<file path="config.mk">
export PLATFORM = sky130hd
export DESIGN_NAME = video_dram_arb
export DESIGN_NICKNAME = d
export VERILOG_FILES = /design/src/rtl/video_dram_arb.sv
export SDC_FILE = /design/constraint.sdc
export NUM_CORES = 1
export LEC_CHECK = 0
export CELL_PAD_IN_SITES_DETAIL_PLACEMENT = 1
export CELL_PAD_IN_SITES_GLOBAL_PLACEMENT = 1
export CORE_UTILIZATION = 35
export DETAILED_ROUTE_END_ITERATION = 8
export PLACE_DENSITY = 0.75
export RECOVER_POWER = 100
export SYNTH_ARGS = -nofsm -noshare
export SYNTH_HDL_FRONTEND = slang
export SYNTH_SLANG_ARGS = --single-unit
</file>
<file path="constraint.sdc">
create_clock -name clk -period 2.45 [get_ports clk]
set_input_delay 0.49 -clock clk [delete_from_list [all_inputs] [get_ports clk]]
set_output_delay 0.49 -clock clk [all_outputs]
set_load 0.05 [all_outputs]
</file>
<file path="src/rtl/video_dram_arb.sv">
// Shared DRAM arbiter for video fetch, CPU and refresh over a fixed 8-slot window.
// Define VIDEO_DRAM_ARB_CPUSTEAL_EN to let a prioritised CPU take odd video slots.
module video_dram_arb #(
    parameter int unsigned CYC_LEN     = 4,
    parameter int unsigned ADDR_W      = 16,
    parameter int unsigned REFR_PERIOD = 224
) (
    input  logic              clk,
    input  logic              rst,
    input  logic [1:0]        mode_bw,
    input  logic              vid_go,
    input  logic              vid_start,
    input  logic [ADDR_W-1:0] vid_base,
    input  logic              cpu_req,
    input  logic              cpu_prio,
    output logic              dram_go,
    output logic [1:0]        dram_who,
    output logic [ADDR_W-1:0] vid_addr,
    output logic              vid_strobe,
    output logic              cpu_strobe
);

    localparam int unsigned PhW = $clog2(CYC_LEN);
    localparam int unsigned RfW = $clog2(REFR_PERIOD);

    typedef enum logic [1:0] {
        OwnIdle = 2'b00,
        OwnCpu  = 2'b01,
        OwnVid  = 2'b10,
        OwnRefr = 2'b11
    } owner_e;

    logic [PhW-1:0]    phase_q, phase_d;
    logic [2:0]        slot_q, slot_d;
    logic [1:0]        bw_q, bw_d;
    owner_e            who_q, who_d;
    logic              go_q, go_d;
    logic [ADDR_W-1:0] addr_q, addr_d;
    logic [RfW-1:0]    refr_q, refr_d;
    logic              pend_q, pend_d;

    logic       last;
    logic       refr_exp;
    logic [2:0] slot_nx;
    logic [1:0] bw_use;
    logic       vid_slot;
    logic       steal;
    owner_e     owner_nx;

    always_ff @(posedge clk) begin
        if (rst) begin
            phase_q <= '0;
            slot_q  <= '0;
            bw_q    <= 2'b00;
            who_q   <= OwnIdle;
            go_q    <= 1'b0;
            addr_q  <= '0;
            refr_q  <= '0;
            pend_q  <= 1'b0;
        end else begin
            phase_q <= phase_d;
            slot_q  <= slot_d;
            bw_q    <= bw_d;
            who_q   <= who_d;
            go_q    <= go_d;
            addr_q  <= addr_d;
            refr_q  <= refr_d;
            pend_q  <= pend_d;
        end
    end

    // Arbitration for the access that starts on the next phase-0 edge.
    always_comb begin
        last     = (phase_q == PhW'(CYC_LEN - 1));
        refr_exp = (refr_q == RfW'(REFR_PERIOD - 1));
        slot_nx  = slot_q + 3'd1;
        bw_use   = (slot_nx == 3'd0) ? mode_bw : bw_q;
        vid_slot = 1'b0;
        unique case (bw_use)
            2'b00: vid_slot = (slot_nx == 3'd0);
            2'b01: vid_slot = (slot_nx[1:0] == 2'b00);
            2'b10: vid_slot = ~slot_nx[0];
            2'b11: vid_slot = 1'b1;
        endcase
`ifdef VIDEO_DRAM_ARB_CPUSTEAL_EN
        steal = vid_slot & vid_go & slot_nx[0] & cpu_prio & cpu_req;
`else
        steal = 1'b0;
`endif
        owner_nx = OwnIdle;
        if (steal)                owner_nx = OwnCpu;
        else if (vid_slot && vid_go) owner_nx = OwnVid;
        else if (pend_q)          owner_nx = OwnRefr;
        else if (cpu_req)         owner_nx = OwnCpu;
    end

`ifndef VIDEO_DRAM_ARB_CPUSTEAL_EN
    logic unused_cpu_prio;
    assign unused_cpu_prio = cpu_prio;
`endif

    always_comb begin
        phase_d = last ? '0 : phase_q + PhW'(1);
        refr_d  = refr_exp ? '0 : refr_q + RfW'(1);
        slot_d  = slot_q;
        bw_d    = bw_q;
        who_d   = who_q;
        go_d    = 1'b0;
        pend_d  = pend_q;
        addr_d  = addr_q;
        if (last) begin
            slot_d = slot_nx;
            if (slot_nx == 3'd0) bw_d = mode_bw;
            who_d = owner_nx;
            go_d  = 1'b1;
            if (owner_nx == OwnRefr) pend_d = 1'b0;
        end
        // An expiry on the same edge as a refresh grant starts a fresh period.
        if (refr_exp) pend_d = 1'b1;
        if (last && who_q == OwnVid) addr_d = addr_q + ADDR_W'(1);
        if (vid_start) addr_d = vid_base;
    end

    always_comb begin
        dram_go    = go_q;
        dram_who   = who_q;
        vid_addr   = addr_q;
        vid_strobe = last && (who_q == OwnVid);
        cpu_strobe = last && (who_q == OwnCpu);
    end

endmodule

</file>
-- After elaboration in Yosys (flattened, before gate mapping)
Index checks and enable logic that the tools add are counted.
- register bits after elaboration: 35
- output and inout bits: 21
- $add $sub $neg: 4
- eq/ne operators: 8
- multiplexer cells: 11
- bitwise logic cells: 1
- reductions and logical operators: 12
- operator list (kind ; number):
    16-bit two-way mux ; 2
    16-bit by 1-bit adder with 16-bit output, second input constant ; 1
    2-bit == test, second input constant ; 5
    8-bit by 1-bit adder with 8-bit output, second input constant ; 1
    8-bit == test, second input constant ; 1
    2-bit two-way mux ; 3
    2-bit nonzero test ; 3
    1-bit two-way mux ; 5
    2-bit by 1-bit == test with 1-bit output, second input constant ; 2
    2-bit logical NOT ; 2
    1-bit case mux with 4 select lines ; 1
    2-bit OR reduction ; 2
    3-bit by 1-bit adder with 3-bit output, second input constant ; 1
    1-bit logical AND ; 3
    3-bit logical NOT ; 1
    2-bit by 1-bit adder with 2-bit output, second input constant ; 1
    2-bit AND reduction ; 1
    1-bit NOT ; 1

-- Logic depth before layout (Yosys ltp)
Gate-level depths: netlist of run 1.
- depth in word-level cells: 11
- mapped depth: 6
- gate-level depth less buffers: 5

-- Worst setup path after synthesis of run 1
Ideal clock, no wire load.
- path type: register to output
- start: reg phase_q[0]
- end: out cpu_strobe
- arrival: 1582 ps
- slack: 378 ps
- cell stages (with the launch flop): 5
- path buffers: 1
- cells stage by stage: dfxtp_1 ha_1 buf_1 nand2_1 nor2_1
- longest elaborated chain between the ends: 2
- RTL lines (what ; line ; text):
    start, declared ; 33 ; logic [PhW-1:0] phase_q, phase_d;
    start signal, assigned ; 61 ; phase_q <= phase_d;
    2-bit == test ; 74 ; last = (phase_q == PhW'(CYC_LEN - 1));
    1-bit logical AND ; 129 ; cpu_strobe = last && (who_q == OwnCpu);
    end, declared ; 20 ; output logic cpu_strobe
Every way passes these cells.

-- Worst setup path in the final report of run 1
Ends and elaborated chain as after synthesis.

==> results of run 1 <==
==> cells by family after synthesis <==
logic type      Yosys count
fa+ha+maj                 5
flops                    35
buf+inv                  18
compound gates           26
xor+xnor                 18
simple gates             87
mux                       6
==> state kept, by name, summed over array words and instances, names as in the netlist <==
name and cells:
bw_q 2, dram_go 1, dram_who 2, pend_q 1, phase_q 2, refr_q 8
slot_q 3, vid_addr 16
==> through the flow <==
stage / cell area [µm²] / hold slack [ns] / utilization / total power, mW
floorplan: 1670 / 0.404 / - / 0.785
detailed placement: 2200 / 0.448 / 0.491 / 0.892
finish: 2270 / 0.450 / 0.508 / 1.34
global placement: 2200 / 0.425 / 0.491 / 0.889
global route: 2270 / 0.475 / 0.508 / 1.40
CTS: 2300 / 0.459 / 0.514 / 1.37
==> cell usage in the layout (no fill, tap or decap), types with 2 or more instances in the layout <==
master / Yosys / final
buf_4: 0 / 4
a31oi_1: 2 / 2
nor4_1: 7 / 7
ha_1: 5 / 5
a211oi_1: 6 / 6
a311oi_1: 5 / 5
xor2_1: 3 / 3
nor2_1: 31 / 31
nand3_1: 9 / 9
or3_1: 4 / 4
dlygate4sd3_1: 0 / 20
clkbuf_8: 0 / 7
nand4_1: 4 / 4
mux2i_1: 6 / 6
inv_1: 10 / 10
nor3_1: 8 / 8
clkdlybuf4s50_1: 0 / 21
xnor2_1: 15 / 15
and3_1: 4 / 4
clkbuf_1: 6 / 4
dfxtp_1: 35 / 35
o21ai_0: 6 / 6
nand2_1: 13 / 13
==> per-layer routing <==
layer / routed length (µm) / share of wire / track usage / vias up
met5: 0 / 0 / 0 / -
met4: 78 / 0.019 / 0.0800 / 0
met3: 151 / 0.036 / 0.0427 / 7
met2: 1880 / 0.45 / 0.291 / 31
met1: 2100 / 0.50 / 0.241 / 747
li1: - / - / - / 792
==> layout make-up <==
type | count | area (µm²)
fill | 556 | 2200
multi-input combinational | 142 | 906
sequential | 35 | 701
timing repair buffer | 49 | 455
clock buffer | 7 | 96.3
tap | 52 | 65.1
inverter | 11 | 41.3
clock inverter | 1 | 7.51
==> where the power goes <==
group	switching, mW	internal (mW)
Clock	0.217	0.256
Sequential	0.0357	0.600
Combinational	0.136	0.0968
==> how the worst min path moves through the flow <==
stage | slack [ns] | cells past startpoint | startpoint | to
floorplan | 0.40 | 1 | phase_q[0]$_SDFF_PP0_ | phase_q[0]$_SDFF_PP0_
global route | 0.47 | 1 | phase_q[0]$_SDFF_PP0_ | phase_q[0]$_SDFF_PP0_
CTS | 0.46 | 1 | phase_q[0]$_SDFF_PP0_ | phase_q[0]$_SDFF_PP0_
finish | 0.45 | 1 | phase_q[0]$_SDFF_PP0_ | phase_q[0]$_SDFF_PP0_
detailed placement | 0.45 | 1 | phase_q[0]$_SDFF_PP0_ | phase_q[0]$_SDFF_PP0_
global placement | 0.42 | 1 | phase_q[0]$_SDFF_PP0_ | phase_q[0]$_SDFF_PP0_
==> critical path, cell delays in order (launching register included) <==
cell and delay (ns):
dfxtp_1 0.35, ha_1 0.21, buf_4 0.21, nand2_1 0.07, nor2_1 0.08, clkbuf_1 0.47
==> flow_summary.json, run 1 <==
{
  "status": "finished, final reports clean",
  "grt_usage": 0.185,
  "finClkSkew_ns": 0.00317,
  "rsz0062_at_grt": "no",
  "syn_nets": 224,
  "finalCriticalPeriod_ns": 2.16,
  "antenna_found_initial": 0,
  "insertion_delay_ns": 0.29,
  "synth_commonest_cells": "dfxtp_1, nor2_1, xnor2_1, nand2_1, inv_1",
  "netlist.area_leader.share": 0.419,
  "synth_top_area_cell": "dfxtp_1",
  "worst_slack_ns": 0.288,
  "fmax_ghz": 0.463,
  "num_rows": 24,
  "diodes": 0,
  "numClockSinks": 35,
  "die-area_um2": 5060,
  "critPathLaunch": "phase_q[0]$_SDFF_PP0_",
  "cts.path.max_buffers": 2,
  "grt_start_max_net_pins": 18,
  "fin_setup_tns_ns": 0,
  "synth_async_sr_flop_share": 0,
  "arrival_ns": 1.67,
  "viasPerCell": 5.31,
  "final_hold_viol_count": 0,
  "min_path_type": "register to register",
  "clkTransAtPathRegs_ns": 0.07,
  "reg2reg_from": "phase_q[0]$_SDFF_PP0_",
  "finalWirelength_mm": 4.21,
  "crit_fanout": 11,
  "cts_buffers": 5,
  "cts_hold_buf": 0,
  "fin_cells": 297,
  "core_um2": 4470,
  "reg2reg_slack_ns": 0.51,
  "grt_overflow": 0,
  "synth-compound-area-share": 0.114,
  "pre_cts_slack_ns": 0.494,
  "cts_setup_buffers": 0,
  "antenna_left": 0,
  "seq_area_frac_synth": 0.419,
  "synth_area_um2": 1670,
  "drc_errors": 0,
  "io_buffer_count": 43,
  "synth_fa_ha_area_frac": 0.0374,
  "dr.pass1.iters": 6,
  "cp-end-kind": "output port",
  "maxSlewViolCount": 0,
  "finalNetCount": 273,
  "syn_avg_cell_area_um2": 8.59,
  "endpoint": "cpu_strobe",
  "yosys_warnings": 0,
  "grt_pass1_vias": 1552,
  "ys_top_cells_by_area": "dfxtp_1, xnor2_1, nor2_1, ha_1, mux2i_1",
  "synthXorXnorAreaFrac": 0.0942,
  "die_h_um": 71.2,
  "startpoint_type": "register",
  "num_vias": 1577,
  "yosysUniqueCellTypes": 35,
  "worstPathRequired_ns": 1.96,
  "root_buffer": "clkbuf_8",
  "num_io_pins": 45,
  "cts_tree": "done",
  "routabilityCongestion": 0.731,
  "htreeDepth": 2,
  "routedWlPerCell_um": 14.2,
  "floorplan.initialDensity": 0.374,
  "cts_resized": 0,
  "synth_top_family_by_area": "simple AND/OR/NAND/NOR gates",
  "irDropWorstVdd_mv": 0.282,
  "maxCapViolCount": 0,
  "maxSlewHeadroom": 0.588,
  "finalCritPeriodShare": 0.882,
  "grt_pass1_wl_mm": 7.29,
  "syn_inst": 195,
  "rr_worst_depth": 5,
  "yosysMostFrequentCell": "dfxtp_1",
  "p_per_area_nw_per_um2": 590,
  "synth-edff-count": 0,
  "drt_iter0_drc": 55,
  "post-place-cells": 289,
  "p_leak_nw": 0.882,
  "synth.area.mux_share": 0.0359,
  "drive_above_1_share": 0.0531,
  "syn_to_final_growth_pct": 35.7,
  "synth_seq_cells": 35,
  "dieWidth_um": 71.2,
  "worstSetupPathType": "register to output port",
  "synth-simple-area-share": 0.259,
  "reg2reg_to": "vid_addr[13]$_SDFFE_PP0P_",
  "ys.flop_type": "dfxtp_1",
  "setup_violations": 0,
  "dp_hpwl_mm": 3.09,
  "max_slew.worst_pin.slew_ns": 0.618
}
(Power assumes the default switching activity.)
==> run 2, diff against run 1 <==
CORE_ASPECT_RATIO = 1.1   (was unset)
GPL_TIMING_DRIVEN = 1   (was unset)
clock period = 2.2 ns   (was 2.45 ns; I/O delays follow)
==> run 2 against run 1 <==
Effect of this change: sequential cell count unchanged; sequential power increased by 11%; non-clock buffer count increased by 1; worst hold slack got worse by 0.0019 ns; wire length decreased by 2.9%.
==> flow_summary.json, run 2 (synthesized netlist as in run 1, its figures left out) <==
{
  "status": "finished, final reports clean",
  "clkTransAtPathRegs_ns": 0.07,
  "dr.pass1.iters": 4,
  "drc_errors": 0,
  "grt_pass1_vias": 1585,
  "critPathSlowestCell": "dlygate4sd3_1",
  "dp_hpwl_mm": 3.06,
  "fmax_ghz": 0.477,
  "drt_iter0_drc": 79,
  "crit_fanout": 5,
  "arrival_ns": 1.66,
  "maxSlewHeadroom": 0.649,
  "largest_reg_flops": 16,
  "core_um2": 4620,
  "grt_usage": 0.190,
  "cts_tree": "done",
  "die-area_um2": 5060,
  "worstSetupPathType": "register to output port",
  "syn_to_final_growth_pct": 35.7,
  "worstPathRequired_ns": 1.76,
  "p_leak_nw": 0.885,
  "root_buffer": "clkbuf_8",
  "insertion_delay_ns": 0.29,
  "fin_hold_ws_ns": 0.448,
  "maxSlewViolCount": 0,
  "numClockSinks": 35,
  "finalCritPeriodShare": 0.953,
  "irDropWorstVdd_mv": 0.360,
  "finalCriticalPeriod_ns": 2.10,
  "diodes": 0,
  "grt_pass1_wl_mm": 7.17,
  "placed_cell_area_um2": 2220,
  "cts_setup_buffers": 0,
  "grt_start_max_net_pins": 14,
  "cts_resized": 0,
  "path_cells": "dlygate4sd3_1",
  "cts_hold_buf": 0,
  "cts.path.max_buffers": 2,
  "post-place-cells": 294,
  "final_common_cell": "dfxtp_1",
  "floorplan.initialDensity": 0.362,
  "startpoint_type": "register",
  "antenna_found_initial": 0,
  "maxCapViolCount": 0,
  "rsz0062_at_grt": "yes",
  "die_h_um": 74.5,
  "num_vias": 1571,
  "critPathBufInv": 1,
  "cp-end-kind": "output port",
  "setup_violations": 0,
  "cts_buffers": 5,
  "finalNetCount": 274,
  "finClkSkew_ns": 0.00802,
  "dieWidth_um": 67.9,
  "fillers": 559,
  "htreeDepth": 2,
  "num_io_pins": 45,
  "final_hold_viol_count": 0,
  "grt_overflow": 0,
  "viasPerCell": 5.22,
  "p_per_area_nw_per_um2": 636,
  "finalWirelength_mm": 4.09,
  "drive_above_1_share": 0.0612,
  "io_buffer_count": 43,
  "antenna_left": 0,
  "min_path_type": "register to register",
  "routabilityCongestion": 0.721,
  "p_total_mw": 1.44,
  "max_slew.worst_pin.slew_ns": 0.526,
  "routedWlPerCell_um": 13.6,
  "layout_common_cells": "dfxtp_1, nor2_1, clkdlybuf4s50_1, dlygate4sd3_1, xnor2_1",
  "num_rows": 26,
  "max_stage_delay_ns": 0.91,
  "critPathTopFamily": "buffers and inverters",
  "design_area_um2": 2270,
  "fin_cells": 301
}
[run 2: cell count changes in the layout (fill, tap and decap cells not counted), moves of 2 or more]
| cell | previous run | this run |
|---|---|---|
| clkbuf_2 | 0 | 2 |
| clkdlybuf4s50_1 | 21 | 23 |
| clkbuf_1 | 4 | 2 |
| dlygate4sd3_1 | 20 | 18 |
[run 2: layout make-up]
cell class,count,area (µm²),share of cell area
Multi-Input combinational cell,142,906,0.399
Sequential cell,35,701,0.309
Timing Repair Buffer,50,465,0.205
Clock buffer,6,82.6,0.0364
Tap cell,56,70.1,0.0309
Inverter,11,41.3,0.0182
Clock inverter,1,5.00,0.00220
[run 2: worst paths after layout]
check	from	end	slack (ns)	cells past startpoint
max	vid_addr[0]$_SDFFE_PP0P_	vid_addr[0]	0.10	1
min	phase_q[0]$_SDFF_PP0_	phase_q[0]$_SDFF_PP0_	0.45	1
max reg2reg	phase_q[0]$_SDFF_PP0_	vid_addr[14]$_SDFFE_PP0P_	0.20	6
min reg2reg	phase_q[0]$_SDFF_PP0_	phase_q[0]$_SDFF_PP0_	0.45	1
[run 2: per-layer routing]
metal  global-route usage  share of wire  routed length, µm
met3               0.0506          0.034                140
met5                    0              0                  0
met1                0.240           0.48               1980
met2                0.307           0.46               1900
met4               0.0718          0.017                 70
[run 2: through the flow]
step	utilization	setup TNS [ns]	setup WS, ns
after CTS	0.500	0	0.134
after floorplan	-	0	0.150
after global routing	0.492	-0.00908	-0.00908
final	0.492	0	0.103
after detailed placement	0.481	0	0.193
after global placement	0.481	0	0.274
[run 2: report_power, final]
part           switching [mW]  internal (mW)
Clock                   0.228          0.246
Sequential             0.0407          0.668
Combinational           0.152          0.110
